==> src/rtl/io_irq_ctrl.sv <==
// io_irq_ctrl -- memory-mapped interrupt controller.
//
// Collects CIrqCnt raw interrupt sources into a Pending register. Each source
// is edge- or level-sensitive, selected by its Mode bit. The lowest-numbered
// pending and enabled source is offered to the core through a three-state
// handshake: IDLE -> REQ (AIrqO high) -> SERV (after ack) -> IDLE (after EOI).
//
// Register window (four 32-bit words at CAddrBase):
//   +0x0 IrqEn   RW   per-source enable
//   +0x4 Pending R/W1C latched requests
//   +0x8 Mode    RW   1 = edge, 0 = level
//   +0xC Status  RO   [31] AIrqO, [9:8] state, [4:0] FIdx
//
// Ports:
//   AClkH, AResetH, AClkHEn   clock, sync active-high reset, clock enable
//   AIoAddr, AIoMosi, AIoMiso I/O address, write data, read data (64-bit)
//   AIoWrSize, AIoRdSize      access size in bytes, 0 = no access
//   AIoAddrAck, AIoAddrErr    combinational decode status
//   AIrqI                     raw interrupt sources
//   AIrqO, AIrqIdx            request to core and index of requested source
//   AIrqAck, AIrqEoi          core accepts request / ends service
module io_irq_ctrl #(
  parameter logic [15:0] CAddrBase = 16'h0000,
  parameter int          CIrqCnt   = 16
) (
  input  logic               AClkH,
  input  logic               AResetH,
  input  logic               AClkHEn,
  input  logic [15:0]        AIoAddr,
  input  logic [63:0]        AIoMosi,
  output logic [63:0]        AIoMiso,
  input  logic [3:0]         AIoWrSize,
  input  logic [3:0]         AIoRdSize,
  output logic               AIoAddrAck,
  output logic               AIoAddrErr,
  input  logic [CIrqCnt-1:0] AIrqI,
  output logic               AIrqO,
  output logic [4:0]         AIrqIdx,
  input  logic               AIrqAck,
  input  logic               AIrqEoi
);

  typedef enum logic [1:0] {
    ST_IDLE = 2'd0,
    ST_REQ  = 2'd1,
    ST_SERV = 2'd2
  } state_t;

  // Word select, i.e. address bits [3:2] within the window.
  localparam logic [1:0] SEL_EN   = 2'd0;
  localparam logic [1:0] SEL_PEND = 2'd1;
  localparam logic [1:0] SEL_MODE = 2'd2;
  localparam logic [1:0] SEL_STAT = 2'd3;

  state_t             state, state_next;
  logic [CIrqCnt-1:0] irq_en, pending, mode, irq_prev;
  logic [4:0]         fidx;

  // ---------------------------------------------------------------- decode
  logic               in_win, wr_req, rd_req, size_ok, wr_hit, rd_hit;
  logic [1:0]         sel;
  logic [CIrqCnt-1:0] wdata;

  assign in_win  = (AIoAddr[15:4] == CAddrBase[15:4]);
  assign wr_req  = (AIoWrSize != 4'd0);
  assign rd_req  = (AIoRdSize != 4'd0);
  assign size_ok = (!wr_req || AIoWrSize == 4'd4) && (!rd_req || AIoRdSize == 4'd4);
  assign sel     = AIoAddr[3:2];
  assign wdata   = AIoMosi[CIrqCnt-1:0];

  // All four word-aligned offsets in the window are registers, so only a
  // misaligned offset or a wrong size is a decode error.
  assign AIoAddrAck = in_win && (wr_req || rd_req) && size_ok && (AIoAddr[1:0] == 2'b00);
  assign AIoAddrErr = in_win && (wr_req || rd_req) && !AIoAddrAck;
  assign wr_hit     = AIoAddrAck && wr_req;
  assign rd_hit     = AIoAddrAck && rd_req;

  // ------------------------------------------------------ pending / priority
  logic [CIrqCnt-1:0] edge_set, w1c, ack_clr, pend_next, masked;
  logic [31:0]        masked32;
  logic [4:0]         win;
  logic               any_masked;

  assign edge_set = AIrqI & ~irq_prev & mode;
  assign w1c      = (wr_hit && sel == SEL_PEND) ? wdata : '0;

  // NOTE: every variable written in always_comb gets a default first, so no
  // path leaves it unassigned and no latch is inferred.
  always_comb begin
    ack_clr = '0;
    for (int i = 0; i < CIrqCnt; i++)
      ack_clr[i] = (state == ST_REQ) && AIrqAck && (fidx == 5'(i));
  end

  // Edge bits: a new edge wins over any clear in the same cycle.
  // Level bits: follow the registered input, so clears do not stick.
  assign pend_next = (mode & (edge_set | (pending & ~(w1c | ack_clr))))
                   | (~mode & irq_prev);

  assign masked     = pending & irq_en;
  assign masked32   = 32'(masked);
  assign any_masked = |masked;

  // Scan high to low so the lowest set index is the last one written.
  always_comb begin
    win = '0;
    for (int i = CIrqCnt - 1; i >= 0; i--)
      if (masked[i]) win = 5'(i);
  end

  // -------------------------------------------------------------- registers
  // NOTE: sequential state uses non-blocking assignments so every flop
  // samples pre-edge values regardless of statement order.
  always_ff @(posedge AClkH) begin
    if (AResetH) begin
      irq_en   <= '0;
      mode     <= '0;
      pending  <= '0;
      irq_prev <= '0;
      fidx     <= '0;
    end else if (AClkHEn) begin
      irq_prev <= AIrqI;
      pending  <= pend_next;
      if (wr_hit && sel == SEL_EN)   irq_en <= wdata;
      if (wr_hit && sel == SEL_MODE) mode   <= wdata;
      // Index only moves in IDLE, so it is stable for the whole handshake.
      if (state == ST_IDLE && any_masked) fidx <= win;
    end
  end

  // ------------------------------------------------------------------- FSM
  always_ff @(posedge AClkH) begin
    if (AResetH)      state <= ST_IDLE;
    else if (AClkHEn) state <= state_next;
  end

  always_comb begin
    state_next = state;
    case (state)
      ST_IDLE: if (any_masked) state_next = ST_REQ;
      ST_REQ: begin
        // Ack wins over a simultaneous withdraw.
        if (AIrqAck)                state_next = ST_SERV;
        else if (!masked32[fidx])   state_next = ST_IDLE;
      end
      ST_SERV: if (AIrqEoi) state_next = ST_IDLE;
      default: state_next = ST_IDLE;
    endcase
  end

  always_comb begin
    AIrqO   = (state == ST_REQ);
    AIrqIdx = fidx;
  end

  // ------------------------------------------------------------- read mux
  logic [63:0] rdata;

  always_comb begin
    rdata = '0;
    if (rd_hit) begin
      case (sel)
        SEL_EN:   rdata[31:0] = 32'(irq_en);
        SEL_PEND: rdata[31:0] = 32'(pending);
        SEL_MODE: rdata[31:0] = 32'(mode);
        SEL_STAT: rdata[31:0] = {AIrqO, 21'd0, state, 3'd0, fidx};
        default:  rdata       = '0;
      endcase
    end
  end

  assign AIoMiso = rdata;

endmodule

==> config.mk <==
export PLATFORM = sky130hd
export DESIGN_NAME = io_irq_ctrl
export DESIGN_NICKNAME = d
export VERILOG_FILES = /design/src/rtl/io_irq_ctrl.sv
export SDC_FILE = /design/constraint.sdc
export NUM_CORES = 1
export LEC_CHECK = 0
export BUFFER_PORTS_ARGS = -buffer_cell sky130_fd_sc_hd__buf_2
export CAP_MARGIN = 25
export CORE_MARGIN = 2
export CORE_UTILIZATION = 39
export DETAILED_ROUTE_END_ITERATION = 10
export PLACE_DENSITY = 0.67
export SYNTH_ARGS = -nofsm -noshare
export SYNTH_HDL_FRONTEND = slang
export SYNTH_SLANG_ARGS = --single-unit
export TNS_END_PERCENT = 30
==> constraint.sdc <==
create_clock -name AClkH -period 3.55 [get_ports AClkH]
set_clock_uncertainty 0.1 [all_clocks]
set_input_delay 0.1775 -clock AClkH [delete_from_list [all_inputs] [get_ports AClkH]]
set_output_delay 0.1775 -clock AClkH [all_outputs]
set_load 0.05 [all_outputs]
=== Word level (Yosys, flattened, before mapping) ===
Index checks and enable logic that the tools add are counted.

* Flip-flop bits (word level): 71
* Input bits: 109
* Output and inout bits: 72

* Magnitude comparators: 1
* Equal/unequal tests: 25
* Multiplexer cells: 26
* Bitwise gates (word level): 12
* Reduce and logical (&&, ||, !) cells: 46

{| class="wikitable"
|+ Operators by type and width
! operator !! count
|-
| 32-bit case mux with 4 select lines || 1
|-
| 16-bit bitwise AND || 6
|-
| 5-bit 2-to-1 mux || 15
|-
| 16-bit inverter || 3
|-
| 16-bit bitwise OR || 3
|-
| 5-bit by 4-bit equality test with 1-bit output, second input constant || 8
|-
| 32-bit 2-to-1 mux || 1
|-
| 1-bit logical AND || 28
|-
| 5-bit by 3-bit equality test with 1-bit output, second input constant || 4
|-
| 16-bit 2-to-1 mux || 1
|-
| 16-bit OR reduction || 1
|-
| 12-bit logical NOT || 1
|-
| 5-bit by 2-bit equality test with 1-bit output, second input constant || 2
|-
| 4-bit by 3-bit equality test with 1-bit output, second input constant || 2
|-
| 2-bit 2-to-1 mux || 4
|-
| 4-bit nonzero test || 2
|-
| 2-bit equality test, second input constant || 3
|-
| 2-bit logical NOT || 3
|-
| 5-bit by 6-bit < comparator with 1-bit output, second input constant || 1
|-
| 2-bit case mux with 3 select lines || 1
|-
| 2-bit AND reduction || 3
|-
| 1-bit binary-select mux with 5-bit select || 1
|-
| 5-bit by 1-bit equality test with 1-bit output, second input constant || 1
|-
| 5-bit logical NOT || 1
|-
| 8 further kinds || 14
|}

=== Logic depth before layout (Yosys ltp) ===
Gate-level depths: netlist of the first run.

* Depth in word-level cells: 17
* Mapped depth: 8

=== Worst setup path before layout of the first run ===
Ideal clock, no wire load.

* Path kind: input port to output port
* Start point: input AIoAddr[5]
* End point: output AIoMiso[10]
* Arrival: 2.724 ns
* Path slack: 0.549 ns
* Stages: 7
* Path buffers: 1
* Cell sequence: nor4_2 -> nand3_2 -> a31o_2 -> nor2_1 -> nand2_1 -> clkbuf_1 -> nor2_1

* Word-level cells in the longest chain between the ends: 6

{| class="wikitable"
|+ Ends and longest elaborated chain
! item !! line !! text
|-
| start: declaration || 29 || <nowiki>input logic [15:0] AIoAddr,</nowiki>
|-
| 12-bit logical NOT || 64 || <nowiki>assign in_win = (AIoAddr[15:4] == CAddrBase[15:4]);</nowiki>
|-
| 1-bit logical AND (3 in series) || 73 || <nowiki>assign AIoAddrAck = in_win && (wr_req || rd_req) && size_ok && (AIoAddr[1:0] == 2'b00);</nowiki>
|-
| net AIoAddrAck || 34 || <nowiki>output logic AIoAddrAck,</nowiki>
|-
| 1-bit logical AND || 76 || <nowiki>assign rd_hit = AIoAddrAck && rd_req;</nowiki>
|-
| 32-bit 2-to-1 mux || 161 || <nowiki>if (rd_hit) begin</nowiki>
|-
| end: declaration || 31 || <nowiki>output logic [63:0] AIoMiso,</nowiki>
|}

The timed path passes the listed nets, and every way through them passes these cells.

=== Worst setup path after layout of the first run ===
* Start point: input AIoAddr[5]
* End point: output AIoMiso[10]

* Word-level cells in the longest chain between the ends: 6

{| class="wikitable"
|+ Ends and longest elaborated chain
! item !! line
|-
| 12-bit logical NOT || 64
|-
| 1-bit logical AND (3 in series) || 73
|-
| 1-bit logical AND || 76
|-
| 32-bit 2-to-1 mux || 161
|}

Every way passes these cells.

==> results of run 1 <==
per-stage QoR:
stage / area, um2 / worst slack, ns / hold WS, ns
6_report: 5099 / 0.8462 / -0.0008774
4_1_cts: 5099 / 0.7836 / 0.0008741
3_5_place_dp: 4812 / 0.7985 / 0.3428
5_1_grt: 5099 / 0.6472 / 0.01362
2_1_floorplan: 4676 / 0.5487 / 0.2214
3_3_place_gp: 4812 / 0.8800 / 0.3312
flip-flops by register name, summed over array words and instances (netlist names):
register / count
AIrqIdx: 4
mode: 16
pending: 16
irq_en: 16
state: 2
irq_prev: 16
synth_stat cells (16+ instances only):
cell	number	share of area [%]
o21ai_0	27	3.0
nand3b_1	17	2.8
buf_4	49	8.2
nand2b_1	17	2.4
dfxtp_1	70	31
nand2_1	33	2.8
mux2i_1	61	14
clkbuf_1	21	1.8
nor2_1	90	7.5
nand3_1	25	2.8
o211ai_1	17	2.8
a21oi_1	16	1.8
worst max-delay path, cell delays in order:
cell and delay (ns):
buf_2 0.10, nor4_2 0.33, nand3_2 0.19, a31o_2 0.26, nor2_1 0.34, nand2_1 0.45, nor2_1 0.28, buf_2 0.29
power groups by stage:
stage	clock, mW	sequential (mW)	combinational [mW]
floorplan	0	0.844	0.241
global placement	0	0.851	0.261
detailed placement	0	0.853	0.265
CTS	0.811	0.836	0.268
global route	0.853	0.840	0.288
finish	0.795	0.837	0.268
path summary, 6_finish.rpt:
check / start / end / slack (ns)
worst min register to register: irq_en[9] / irq_en[9] / 0.44
worst max-delay path: AIoAddr[5] / AIoMiso[10] / 0.85
worst max register to register: AIrqIdx[0] / state[0] / 1.46
worst min-delay path: AIrqI[11] / irq_prev[11] / -0.0009
kinds of logic (layout without fill, tap and decap cells):
kind of cell	count (synthesis)	count (layout)	synth area share [%]
flops	70	70	31.15
simple gates	213	213	24.11
other cells	1	48	0.08335
mux	71	71	18.58
compound gates	102	102	14.71
buf+inv	84	110	11.37
cell usage in the layout (no fill, tap or decap), drive strengths merged, types with 3 or more instances in the layout:
cell type    synthesis  final
nor2                90     90
buf                 58     88
dfxtp               70     70
mux2i               61     61
conb                 1     48
o21ai               37     37
nand2               34     34
nand3               26     26
nand2b              17     17
o211ai              17     17
nand3b              17     17
a21oi               16     16
a211o               15     15
clkbuf              21     12
mux4                10     10
and3                 6      6
nor4                 6      6
nor2b                5      5
inv                  5      5
nor3                 4      4
a22oi                4      4
a22o                 3      3
nand4                3      3
dlygate4sd3          0      3
area by class of cell:
| type | count | share of cell area (%) |
|---|---|---|
| Clock buffer | 12 | 4.834 |
| Timing Repair Buffer | 91 | 9.423 |
| Inverter | 5 | 0.3681 |
| Tap cell | 143 | 3.509 |
| Clock inverter | 2 | 0.1963 |
| Multi-Input combinational cell | 434 | 54.18 |
| Sequential cell | 70 | 27.48 |
per-layer routing:
metal	part of all wire, %	GRT usage, %	wire length, um	vias to the layer above
met5	0	0	0	-
met4	1.6	5.514	196	0
met3	7.6	5.389	903	23
met2	48	32.28	5727	179
met1	43	24.35	5110	1911
li1	-	-	-	1967
repair_timing:
action	4_1_cts	5_1_grt
endpoints found under the hold margin	3	0
hold buffers	3	0
setup endpoints to repair	0	0
==> out/metrics.yaml, run 1 <==
outcome:
  status: "finished, violations left"
  violations: "hold timing"
placement:
  placedCellCount: 740
  globalplace.congestion: 0.9180
  post-dp-hpwl_mm: 8.652
  port_buffers: 84
detailed_routing:
  vias: 4080
  drc: 0
  postRouteAntennaNets: 0
  via_per_inst: 5.390
  wl_mm: 11.94
  firstDrtPassIters: 4
  wl_per_cell_um: 15.77
  drt-initial-drc-count: 245
global_route:
  grt.total_usage_pct: 19.25
  grt_first_pass_wirelength_mm: 19.29
  grt_remaining_overflow: 0
  antenna_found_initial: 0
  grt_max_degree: 51
  grt_pass1_vias: 3825
sta:
  finalCriticalPeriod_ns: 2.704
  holdWs_ns: -0.0008774
  setup_violations: 0
  rsz0062_at_grt: "false"
  finalCritPeriodShare_pct: 76.16
  worstMarginPinSlew_ns: 0.9438
  drv_slew: 0
  fmax_mhz: 369.9
  hold_violations: 1
  max_slew_margin_pct: 36.95
  tns_ns: 0
synthesis:
  ys.flop_type: "dfxtp_1"
  async_flop_share_pct: 0
  syn_area_um2: 4499
  yosysUniqueCellTypes: 42
  seq_area_frac_synth_pct: 31.15
  syn_avg_cell_area_um2: 8.317
  synth_warnings: 0
  ys_seq_elements: 70
  syn_inst: 541
  synth_edf_count: 0
pwr:
  p_comb_share_pct: 14.1
  sw_frac_of_total_pct: 28.41
  p_per_area_nw_per_um2: 372.7
  p_int_mw: 1.360
  power_switching_mw: 0.5399
  power.total_mw: 1.900
  vdd_drop_max_v: 0.0002039
  seqPwrFrac_pct: 44.0
  p_clk_share_pct: 41.8
  power_leakage_nw: 2.157
die:
  die_x_um: 111.4
  pin_count: 181
  initial_core_util_pct: 39.74
  core_area_um2: 11320
  rows: 39
  fp.dieH_um: 111.4
  die-area_um2: 12410
clock_tree:
  cts-resized-gates: 0
  cts_buffer_depth: 2
  cts.reportedPaths.clkPinSlew_ns: 0.05
  htreeDepth: 3
  clock-sinks: 70
  clk-insertion-delay-late_ns: 0.34
  root_buffer: "clkbuf_16"
  cts_tree: "yes"
  cts_buffers: 9
  cts_setup_buffers: 0
final_layout:
  regArea_um2: 1401
  num_antenna_cells: 0
  final_nets: 720
  multiInputGateArea_um2: 2763
  n_fill_cell: 1123
  area_growth_pct: 13.32
  layout-drive-gt1-share_pct: 19.38
  final_util_pct: 45.04
  finalNonFillerCells: 757
critical_path:
  critPathCaptureType: "output pin"
  worstRegToRegCells: 5
  arrival_ns: 2.43
  worst-setup-path-type: "input port to output pin"
  worstPathRequired_ns: 3.27
  crit_path_max_fanout: 11
  start_kind: "input port"
hold_path:
  worstHoldPathType: "input port to flip-flop"
  holdPathStages: 3
run:
  drv_cap: 0
(Power assumes the default switching activity.)
==> inputs of run 2 (changes only) <==
Settings changed: PLACE_DENSITY 0.67 to 0.69.
Clock period 3.55 ns to 2.4 ns, I/O delays scaled along.
==> out/metrics.yaml, run 2 (synthesis results as in run 1) <==
critical_path:
  rr_startpoint: "state[0]"
  crit_path_max_fanout: 11
  r2r_slack_ns: 0.38
  path_cells: "buf_2 > nor4_2 > nand3_2 > a31o_2 > nor2_2 > nand2_1 > nor2_1 > buf_2"
  cp-startpoint: "AIoAddr[5]"
  arrival_ns: 2.03
  endpoint: "AIoMiso[4]"
  worstRegToRegCells: 6
  worstPathRequired_ns: 2.18
  worst-path-buf-inv: 2
  start_kind: "input port"
  timing.rr.end: "pending[1]"
  critical_path.max_stage_delay_ns: 0.35
  crit_path_top_delay_cell: "nand2_1"
  crit_family: "simple AND/OR/NAND/NOR gates"
  cp_num_cells: 8
  critPathCaptureType: "output pin"
  worst-setup-path-type: "input port to output pin"
  crit_top_cell: "buf_2"
global_route:
  grt.total_usage_pct: 19.63
  antenna_found_initial: 0
  grt_max_degree: 69
  grt_first_pass_wirelength_mm: 19.84
  grt_pass1_vias: 3972
  grt_remaining_overflow: 0
final_layout:
  fin_area_um2: 5487
  layout-drive-gt1-share_pct: 20.09
  area_growth_pct: 21.94
  num_antenna_cells: 0
  final_util_pct: 48.46
  final_nets: 756
  layout_common_cells: "nor2_1, buf_2, dfxtp_1, mux2i_1, conb_1"
  layout_commonest_cell: "nor2_1"
  finalNonFillerCells: 795
pwr:
  sw_frac_of_total_pct: 29.09
  power_leakage_nw: 2.332
  p_comb_share_pct: 14.6
  p_per_area_nw_per_um2: 550.6
  power_switching_mw: 0.8789
  seqPwrFrac_pct: 40.9
  p_clk_share_pct: 44.5
  p_int_mw: 2.142
  vdd_drop_max_v: 0.0003734
hold_path:
  holdPathStages: 3
  worstHoldPathType: "input port to flip-flop"
clock_tree:
  cts_buffer_depth: 2
  cts.reportedPaths.clkPinSlew_ns: 0.06
  cts_buffers: 9
  clock-sinks: 70
  cts_tree: "yes"
  cts-resized-gates: 0
  clk-insertion-delay-late_ns: 0.34
  htreeDepth: 3
  root_buffer: "clkbuf_16"
sta:
  hold_violations: 0
  rsz0062_at_grt: "false"
  tns_ns: 0
  setup_violations: 0
  finalCriticalPeriod_ns: 2.249
  fmax_mhz: 444.7
  worstMarginPinSlew_ns: 0.7238
  max_slew_margin_pct: 51.74
  finalCritPeriodShare_pct: 93.71
  setup_slack_ns: 0.1511
  drv_slew: 0
detailed_routing:
  wl_mm: 12.22
  postRouteAntennaNets: 0
  wl_per_cell_um: 15.37
  drt-initial-drc-count: 222
  firstDrtPassIters: 4
  vias: 4207
  drc: 0
  via_per_inst: 5.292
placement:
  place_area_um2: 4867
  pre_cts_slack_ns: 0.1456
  placedCellCount: 747
  port_buffers: 84
  globalplace.congestion: 0.9048
  post-dp-hpwl_mm: 8.770
die:
  pin_count: 181
  die_x_um: 111.4
  die-area_um2: 12410
  fp.dieH_um: 111.4
  rows: 39
  core_area_um2: 11320
  initial_core_util_pct: 39.74
outcome:
  status: "completed"
run:
  drv_cap: 0
run 2: cell types whose count changed in the layout (fill, tap and decap cells not counted), moves of 2 or more:
cell / delta
dlygate4sd3_1: +29
buf_4: +7
clkinv_4: +2
clkbuf_1: -2
run 2: area by class of cell:
| class | instances | area, um2 |
|---|---|---|
| well taps | 143 | 178.9 |
| clock buffers | 9 | 225.2 |
| fillers | 1085 | 5834 |
| multi-input cells | 434 | 2765 |
| repair buffers | 127 | 823.3 |
| clock inverters | 7 | 73.82 |
| inverters | 5 | 18.77 |
| flip-flops and latches | 70 | 1401 |
run 2: how the worst min path moves through the flow:
stage | from | to | slack [ns]
floorplan | AIoMosi[0] | irq_en[0] | 0.16
global placement | AIrqI[12] | irq_prev[12] | 0.27
detailed placement | AIrqI[1] | irq_prev[1] | 0.28
CTS | AIoMosi[1] | mode[1] | 0.004
global route | AIoMosi[1] | mode[1] | 0.02
finish | AIoMosi[1] | mode[1] | 0.003
run 2: power by group through the flow:
stage | Combinational, mW | Sequential (mW) | Clock [mW]
floorplan | 0.357 | 1.25 | 0
global placement | 0.389 | 1.26 | 0
detailed placement | 0.398 | 1.26 | 0
CTS | 0.439 | 1.24 | 1.36
global route | 0.471 | 1.24 | 1.41
finish | 0.440 | 1.24 | 1.34
run 2: tightest hold or removal path, cell delays in order:
cell     delay (ns)
buf_2          0.11
mux2i_1        0.08
nor2_1         0.10
run 2: stage by stage:
step / total power, mW / hold slack [ns]
after floorplan: 1.606 / 0.1639
after global placement: 1.647 / 0.2729
after detailed placement: 1.659 / 0.2811
after CTS: 3.035 / 0.003638
after global routing: 3.125 / 0.02012
final: 3.021 / 0.002509
run 2: timing repair:
action	CTS	global route
endpoints found under the hold margin	52	0
setup buffers	0	0
hold buffers	32	0
run 2: metal layers:
metal / wire [um] / part of all wire, % / global-route usage, %
met1: 5409 / 44 / 25.46
met2: 5763 / 47 / 33.25
met3: 795 / 6.5 / 2.885
met4: 253 / 2.1 / 7.407
met5: 0 / 0 / 0
==> inputs of run 3 (changes only) <==
Settings changed: BUFFER_PORTS_ARGS -buffer_cell sky130_fd_sc_hd__buf_2 to unset, CORE_UTILIZATION 39 to 40, DONT_BUFFER_PORTS set to 1, PLACE_DENSITY 0.69 to unset.
==> out/metrics.yaml, run 3 (synthesis results as in run 1) <==
outcome:
  status: "completed"
sta:
  hold_violations: 0
  finalCritPeriodShare_pct: 90.13
  setup_violations: 0
  max_slew_margin_pct: 47.87
  tns_ns: 0
  drv_slew: 0
  finalCriticalPeriod_ns: 2.163
  fmax_mhz: 462.3
  worstMarginPinSlew_ns: 0.7809
  rsz0062_at_grt: "false"
global_route:
  antenna_found_initial: 0
  grt_first_pass_wirelength_mm: 19.54
  grt_remaining_overflow: 0
  grt_max_degree: 69
  grt_pass1_vias: 3830
  grt.total_usage_pct: 20.78
die:
  core_area_um2: 10890
  rows: 38
  fp.dieH_um: 110.1
  die_x_um: 110.1
  initial_core_util_pct: 41.32
  die-area_um2: 12110
  pin_count: 181
final_layout:
  final_nets: 703
  n_fill_cell: 1061
  area_growth_pct: 18.85
  regArea_um2: 1401
  layout_common_cells: "nor2_1, dfxtp_1, mux2i_1, conb_1, dlygate4sd3_1"
  multiInputGateArea_um2: 2765
  layout_commonest_cell: "nor2_1"
  layout-drive-gt1-share_pct: 10.85
  num_antenna_cells: 0
hold_path:
  whs_endpoint: "mode[2]"
  holdPathStages: 2
  min_from: "AResetH"
  worstHoldPathType: "input port to flip-flop"
critical_path:
  r2r_slack_ns: 0.42
  arrival_ns: 1.94
  worst-setup-path-type: "flip-flop to output pin"
  critPathCaptureType: "output pin"
  rr_startpoint: "AIrqIdx[0]"
  cp-startpoint: "AIrqIdx[3]"
  timing.rr.end: "state[1]"
  worstRegToRegCells: 5
  worstPathRequired_ns: 2.18
  crit_path_max_fanout: 9
  start_kind: "flip-flop"
placement:
  globalplace.congestion: 0.8979
  post-dp-hpwl_mm: 8.602
  port_buffers: 0
detailed_routing:
  wl_per_cell_um: 16.70
  firstDrtPassIters: 5
  drc: 0
  wl_mm: 12.34
  postRouteAntennaNets: 0
  vias: 4058
  via_per_inst: 5.491
  drt-initial-drc-count: 261
run:
  drv_cap: 0
clock_tree:
  cts-resized-gates: 0
  cts_tree: "yes"
  root_buffer: "clkbuf_8"
  clock-sinks: 70
  cts_buffers: 9
  htreeDepth: 3
  cts_buffer_depth: 2
  clk-insertion-delay-late_ns: 0.36
  cts.reportedPaths.clkPinSlew_ns: 0.08
pwr:
  vdd_drop_max_v: 0.0002208
  power.total_mw: 2.688
  p_per_area_nw_per_um2: 502.6
  power_leakage_nw: 2.098
## run 3: critical path, cell delays in order (launching register included)
cell and delay, ns:
dfxtp_1 0.83, mux4_2 0.40, and3_1 0.21, buf_12 0.15
## run 3: area by class of cell
cell class              count  area share, %
clock buffers              10          2.387
inverters                   5         0.3510
repair buffers             74          14.46
flip-flops and latches     70          26.20
multi-input cells         434          51.71
clock inverters             6          1.614
well taps                 140          3.276
## run 3: power breakdown
group,switching [mW],total (mW),leakage (nW),internal [mW]
clock,0.478,1.06,0.106,0.584
combinational,0.264,0.391,1.42,0.127
sequential,0.0401,1.24,0.570,1.20
total,0.782,2.69,2.10,1.91
## run 3: worst max path at each step
stage	slack [ns]	cells past startpoint	endpoint
6_report	0.24	3	AIoMiso[3]
2_1_floorplan	-0.19	7	AIoMiso[10]
3_3_place_gp	0.30	7	AIoMiso[31]
5_1_grt	0.16	7	AIoMiso[4]
3_5_place_dp	0.26	7	AIoMiso[10]
4_1_cts	0.24	3	AIoMiso[3]
## run 3: what timing repair did
action                     in CTS  in global routing
hold buffers                   46                  0
hold endpoints to repair       70                  0
setup endpoints to repair       0                  0
setup buffers                   0                  0
## run 3: through the flow
stage	cell area [um2]	std cells	hold WS [ns]	worst slack, ns	utilization [%]
after global routing	5348	739	0.03525	0.1626	49.12
after global placement	4646	677	0.1021	0.2963	42.67
after floorplan	4678	588	0.1639	-0.1871	-
final	5348	739	0.009529	0.2369	49.12
after detailed placement	4646	677	0.1061	0.2567	42.67
after CTS	5348	739	0.01445	0.2394	49.12
## run 3: per-layer routing
layer	share of wire (%)	track usage, %	vias to the layer above
met2	48	35.50	183
met4	1.0	5.335	0
met1	43	27.14	1934
li1	-	-	1928
met5	0	0	-
met3	7.3	3.527	13
